[config.mk]
export PLATFORM = sky130hd
export DESIGN_NAME = pipeline_hazard_ctrl
export DESIGN_NICKNAME = d
export VERILOG_FILES = /design/src/rtl/pipe_ctrl_pkg.sv /design/src/rtl/sat_counter.sv /design/src/rtl/pipeline_hazard_ctrl.sv
export SDC_FILE = /design/constraint.sdc
export NUM_CORES = 1
export LEC_CHECK = 0
export CORE_MARGIN = 2
export CORE_UTILIZATION = 40
export DETAILED_ROUTE_END_ITERATION = 7
export GPL_TIMING_DRIVEN = 0
export PLACE_DENSITY_LB_ADDON = 0.25
export SLEW_MARGIN = 20
export SYNTH_ARGS = -nofsm -noshare
export SYNTH_HDL_FRONTEND = slang
export SYNTH_HIERARCHICAL = 1
export SYNTH_SLANG_ARGS = --single-unit
[constraint.sdc]
create_clock -name clk -period 2.9 [get_ports clk]
set_input_delay 0.58 -clock clk [delete_from_list [all_inputs] [get_ports clk]]
set_output_delay 0.58 -clock clk [all_outputs]
set_load 0.01 [all_outputs]
[src/rtl/pipe_ctrl_pkg.sv]
// Shared types and constants for the pipeline hazard controller.
// The control bundles let the top decode hazards with a single select.
package pipe_ctrl_pkg;

    typedef enum logic {
        RUN    = 1'b0,
        FREEZE = 1'b1
    } state_e;

    localparam logic [4:0] REG_ZERO = 5'd0;

    typedef struct packed {
        logic pc_write;
        logic if_id_write;
        logic id_ex_write;
        logic ex_mem_write;
        logic if_id_flush;
        logic id_ex_flush;
        logic mem_wb_flush;
    } ctrl_t;

    localparam ctrl_t CTRL_OFF     = 7'b0000_000;
    localparam ctrl_t CTRL_NORMAL  = 7'b1111_000;
    localparam ctrl_t CTRL_FREEZE  = 7'b0000_001;
    localparam ctrl_t CTRL_BRANCH  = 7'b1111_110;
    localparam ctrl_t CTRL_LOADUSE = 7'b0011_010;

    function automatic logic is_load_use(
        input logic       mem_read,
        input logic [4:0] ld_rt,
        input logic [4:0] rs,
        input logic [4:0] rt,
        input logic       uses_rs,
        input logic       uses_rt
    );
        return mem_read && (ld_rt != REG_ZERO) &&
               ((uses_rs && rs == ld_rt) || (uses_rt && rt == ld_rt));
    endfunction

endpackage

[src/rtl/sat_counter.sv]
// Up-counter that sticks at MAX; synchronous clear beats increment.
module sat_counter #(
    parameter int unsigned      WIDTH = 8,
    parameter logic [WIDTH-1:0] MAX   = '1
) (
    input  logic             clk,
    input  logic             rst_n,
    input  logic             clr,
    input  logic             inc,
    output logic [WIDTH-1:0] count
);

    logic [WIDTH-1:0] count_q;
    logic [WIDTH-1:0] count_d;

    always_comb begin
        count_d = count_q;
        if (clr) begin
            count_d = '0;
        end else if (inc && count_q != MAX) begin
            count_d = count_q + 1'b1;
        end
    end

    always_ff @(posedge clk or negedge rst_n) begin
        if (!rst_n) begin
            count_q <= '0;
        end else begin
            count_q <= count_d;
        end
    end

    assign count = count_q;

endmodule

[src/rtl/pipeline_hazard_ctrl.sv]
// Stall/flush controller for the 5-stage pipeline: load-use, taken
// branches, data-memory freezes, perf counters and a busy watchdog.
module pipeline_hazard_ctrl
    import pipe_ctrl_pkg::*;
#(
    parameter int unsigned CNT_W   = 16,
    parameter int unsigned TIMEOUT = 255,
    parameter int unsigned TO_W    = 8
) (
    input  logic             clk,
    input  logic             rst_n,
    input  logic [4:0]       id_rs,
    input  logic [4:0]       id_rt,
    input  logic             id_uses_rs,
    input  logic             id_uses_rt,
    input  logic             ex_mem_read,
    input  logic [4:0]       ex_rt,
    input  logic             branch_taken,
    input  logic             mem_busy,
    input  logic             cnt_clear,
    output logic             pc_write,
    output logic             if_id_write,
    output logic             id_ex_write,
    output logic             ex_mem_write,
    output logic             if_id_flush,
    output logic             id_ex_flush,
    output logic             mem_wb_flush,
    output logic [CNT_W-1:0] stall_cnt,
    output logic [CNT_W-1:0] flush_cnt,
    output logic             timeout_err
);

    localparam logic [TO_W-1:0] TO_MAX  = TO_W'(TIMEOUT);
    localparam logic [TO_W-1:0] TO_LAST = TO_W'(TIMEOUT - 1);

    state_e          state_q, state_d;
    logic            flush_pend_q, flush_pend_d;
    logic            timeout_err_q, timeout_err_d;
    logic [TO_W-1:0] wait_cnt;
    ctrl_t           ctrl;
    logic            lu;
    logic            br;
    logic            do_freeze;
    logic            do_branch;
    logic            do_lu;

    assign lu = is_load_use(ex_mem_read, ex_rt, id_rs, id_rt,
                            id_uses_rs, id_uses_rt);

    // A branch seen during a freeze is replayed on the resume cycle.
    assign br = branch_taken | (flush_pend_q & (state_q == FREEZE));

    always_comb begin
        ctrl      = CTRL_OFF;
        do_freeze = 1'b0;
        do_branch = 1'b0;
        do_lu     = 1'b0;
        if (rst_n) begin
            priority case (1'b1)
                mem_busy: begin
                    ctrl      = CTRL_FREEZE;
                    do_freeze = 1'b1;
                end
                br: begin
                    ctrl      = CTRL_BRANCH;
                    do_branch = 1'b1;
                end
                lu: begin
                    ctrl  = CTRL_LOADUSE;
                    do_lu = 1'b1;
                end
                default: ctrl = CTRL_NORMAL;
            endcase
        end
    end

    always_comb begin
        state_d      = mem_busy ? FREEZE : RUN;
        flush_pend_d = flush_pend_q;
        if (mem_busy && branch_taken) begin
            flush_pend_d = 1'b1;
        end else if (do_branch) begin
            flush_pend_d = 1'b0;
        end
        timeout_err_d = timeout_err_q |
                        (mem_busy && wait_cnt >= TO_LAST);
    end

    always_ff @(posedge clk or negedge rst_n) begin
        if (!rst_n) begin
            state_q       <= RUN;
            flush_pend_q  <= 1'b0;
            timeout_err_q <= 1'b0;
        end else begin
            state_q       <= state_d;
            flush_pend_q  <= flush_pend_d;
            timeout_err_q <= timeout_err_d;
        end
    end

    sat_counter #(.WIDTH(CNT_W)) u_stall_cnt (
        .clk   (clk),
        .rst_n (rst_n),
        .clr   (cnt_clear),
        .inc   (do_freeze | do_lu),
        .count (stall_cnt)
    );

    sat_counter #(.WIDTH(CNT_W)) u_flush_cnt (
        .clk   (clk),
        .rst_n (rst_n),
        .clr   (cnt_clear),
        .inc   (do_branch),
        .count (flush_cnt)
    );

    sat_counter #(.WIDTH(TO_W), .MAX(TO_MAX)) u_wait_cnt (
        .clk   (clk),
        .rst_n (rst_n),
        .clr   (!mem_busy),
        .inc   (mem_busy),
        .count (wait_cnt)
    );

    assign pc_write     = ctrl.pc_write;
    assign if_id_write  = ctrl.if_id_write;
    assign id_ex_write  = ctrl.id_ex_write;
    assign ex_mem_write = ctrl.ex_mem_write;
    assign if_id_flush  = ctrl.if_id_flush;
    assign id_ex_flush  = ctrl.id_ex_flush;
    assign mem_wb_flush = ctrl.mem_wb_flush;
    assign timeout_err  = timeout_err_q;

endmodule

==> summary by stage <==
Status
The run finished, with violations left. The checks that failed: design-rule violations.

Power and ir drop
In this run the power density over the cells is 346 nW/um^2. The completed layout was analyzed and its total power is 1.23 mW. IR analysis of the VDD net gives a maximum drop of 0.168 mV. The static power due to leakage is 1.44 nW.

Timing
The max-slew violation total from the final report came to 0. The final setup violation count is 0. In this run the tightest slew margin relative to its limit is 59.6%. The actual transition at the worst max-transition pin is 601 ps. The worst path uses 96.8% of the clock period. The sum of negative setup slack is 0 ps. Setup repair after global routing left no endpoint under its margin. The minimum period implied by the final worst setup slack is 2810 ps. The final hold violation count is 0.

The worst clock skew on the final layout is 8.67 ps. Timing would allow up to 356 MHz.

Synthesis
The sequential cell area fraction in the yosys report is 40.3%. Counting flops with an async set or reset pin after synthesis yields a share of 100%. The mapped netlist covers 2670 sq um.

In the synthesized netlist the dominant register cell turns out to be sky130_fd_sc_hd__dfrtp_1. The Yosys step of the flow raised 6 warnings. The top cell type by total area after synthesis is sky130_fd_sc_hd__dfrtp_1. By count the netlist is led by sky130_fd_sc_hd__dfrtp_1 (43), sky130_fd_sc_hd__a21oi_1 (26), sky130_fd_sc_hd__nand2_1 (18), sky130_fd_sc_hd__o31ai_1 (16), sky130_fd_sc_hd__nand4_1 (15). When the netlist entered floorplanning its net count stood at 309. The number of distinct standard cells referenced by the synthesized netlist is 51. The synthesized area per cell is 9.44 sq um. Yosys mapped a number of flops with a built-in enable equal to 0.

Ranked by total cell area, the synthesized netlist is headed by sky130_fd_sc_hd__dfrtp_1 (40%), sky130_fd_sc_hd__a21oi_1 (4.9%), sky130_fd_sc_hd__o31ai_1 (4.5%), sky130_fd_sc_hd__nand4_1 (3.5%), sky130_fd_sc_hd__mux2_1 (3.4%). The most common cell in the netlist is sky130_fd_sc_hd__dfrtp_1. The top cell type's share of synthesized area is 40.3%.

The count of state elements after synthesis is 43. Synthesis produced 283 cells.

Detailed routing
In the detailed route, the total length drawn on met3 is 294 microns. The first routing iteration left 157 violations. For this block, wires on met1 add up to 3100 microns. The number of search-and-repair iterations in the first detailed-routing pass is 6. The count of nets left with antenna violations once routing finished came out at 0.

The vias per cell is 5.81. For this block, the routed nets add up to 6700 microns of wire. The routed length per instance is 15.5 microns. The top routing layer in use is met4. After detailed routing, the number of remaining DRC violations is 2. Wire segments on met2 add up to 3260 microns in the final route. The number of vias after detailed routing is 2502.

Floorplanning
From left edge to right edge, the die measures 85.7 microns. For this design the top-level I/O count stands at 63. From bottom edge to top edge, the die measures 85.7 microns. The die area is 7350 sq um. The floorplan has 29 rows. The starting density of the core is 41.6%.

The core area is 6420 sq um.

Global routing
The first global-routing pass estimated 11100 microns of wire. The via count of the first global-routing pass is 2403. The initial antenna violation count is 0. Global routing used 18.5% of the available tracks. The remaining global-route overflow is 0. Entering global routing, the biggest net connects 32 pins.

CTS
The sink count of the clock tree is 43. The clock-pin transition on the worst setup and hold timing paths is 90 ps. The clock latency on the worst-skew pair is 300 ps. The cell chosen for the clock root is sky130_fd_sc_hd__clkbuf_8. The clock passes through at most 2 buffers. The H-tree generated during clock tree synthesis spans 2 levels. Clock tree synthesis inserted a total of 5 buffers. The clock tree from TritonCTS is built. After clock tree synthesis, the flow added hold-fix buffers numbering 0.

Final layout
Cells fill 55.1% of the core in the end. From synthesis to final layout, the design area changed by 32.6%. Cells with a size suffix above 1 make up 12.7% of the layout. The number of antenna diodes in the final layout is 0. The final layout contains 380 nets.

With fillers left out, the area of the finished cells amounts to 3540 sq um.

Critical path
In this run the critical register-to-register path is launched from flush_pend_q. Data arrives at the worst endpoint at 2230 ps. The launching element type of the critical path is a primary input. The start-to-end type of the worst setup path is in -> out. The worst setup path is captured at a primary output. The critical path launch point is id_rs[4]. In this run the worst path has a maximum fanout of 3. The data required time at the worst endpoint is 2320 ps.

Place
Routability-driven placement finished with a final weighted congestion of 0.804. Summed over all nets, the half-perimeter wirelength after detailed placement is 4810 microns. The area of placed instances is 3400 sq um. Port buffering added 62 buffers.

Job
The reported max-cap violation count is 0.

Worst hold path
In this run the worst hold path is classified as in -> async.
## registers in the layout, indices dropped and copies added, names as in the netlist
| register | flops |
|---|---|
| flush_pend_q | 1 |
| timeout_err | 1 |
| u_flush_cnt/count | 16 |
| u_wait_cnt/count | 8 |
| u_stall_cnt/count | 16 |
| state_q | 1 |
## layout make-up
| cell class | instances | area, sq um |
|---|---|---|
| clock inverter | 1 | 30.0 |
| fill | 576 | 2880 |
| clock buffer | 6 | 72.6 |
| tap | 77 | 96.3 |
| multi-input combinational | 214 | 1500 |
| timing repair buffer | 64 | 642 |
| buffer | 14 | 77.6 |
| inverter | 12 | 45.0 |
| sequential | 43 | 1080 |
## per-layer routing
metal / up-vias / GRT usage, %
met4: 0 / 4.76
met3: 6 / 3.56
met1: 1207 / 25.4
li1: 1224 / -
met5: - / 0
met2: 65 / 30.2
## final timing paths
check	cells after the start	slack [ps]	endpoint
worst max-delay path	8	90	pc_write
worst min-delay path	1	160	u_stall_cnt/count[13]
worst max register to register	7	720	u_stall_cnt/count[3]
worst min register to register	1	480	timeout_err
max in group asynchronous	2	2300	u_flush_cnt/count[1]
min in group clk	1	480	timeout_err
## per-stage QoR
step / instances / worst slack [ps] / hold slack (ps)
3_3_place_gp: 422 / -1670 / 467
5_1_grt: 431 / 6.98 / 165
4_1_cts: 431 / -1.90 / 199
2_1_floorplan: 283 / 215 / 284
6_report: 431 / 91.7 / 158
3_5_place_dp: 423 / -709 / 465
## layout by cell type (no fill, tap or decap), drive strengths merged, types with 11 or more instances in the layout
master / instances
or4: 15
clkdlybuf4s50: 47
nand4: 17
dfrtp: 43
nor2b: 11
a21oi: 26
nor4: 13
clkbuf: 16
inv: 12
o31ai: 16
nand2: 18
## critical path, stage by stage
cell	delay, ps
sky130_fd_sc_hd__clkdlybuf4s50_1	420
sky130_fd_sc_hd__xor2_1	150
sky130_fd_sc_hd__nor4_2	190
sky130_fd_sc_hd__a32oi_2	200
sky130_fd_sc_hd__o31a_1	320
sky130_fd_sc_hd__buf_4	130
sky130_fd_sc_hd__buf_4	120
sky130_fd_sc_hd__buf_6	110
## kinds of logic after synthesis
family | after synthesis | synth area share [%]
and+or+nand+nor | 124 | 29.6
muxes | 11 | 4.59
adders and majority gates | 3 | 1.41
buffers and inverters | 26 | 4.54
xor gates and xnor gates | 10 | 3.28
DFF | 43 | 40.3
AOI/OAI and AO/OA | 66 | 16.3
## power breakdown
group,leakage (nW),internal (mW),switching [mW]
logic,0.794,0.0658,0.0787
clock network,0.0513,0.253,0.214
registers,0.593,0.607,0.00897
## timing repair
action                                 CTS  global route
buffers inserted                         1             0
pin swaps                                4             5
endpoints found under the hold margin    0             0
setup endpoints to repair               17            13
gates resized for setup                 20             6
(Power assumes the default switching activity.)
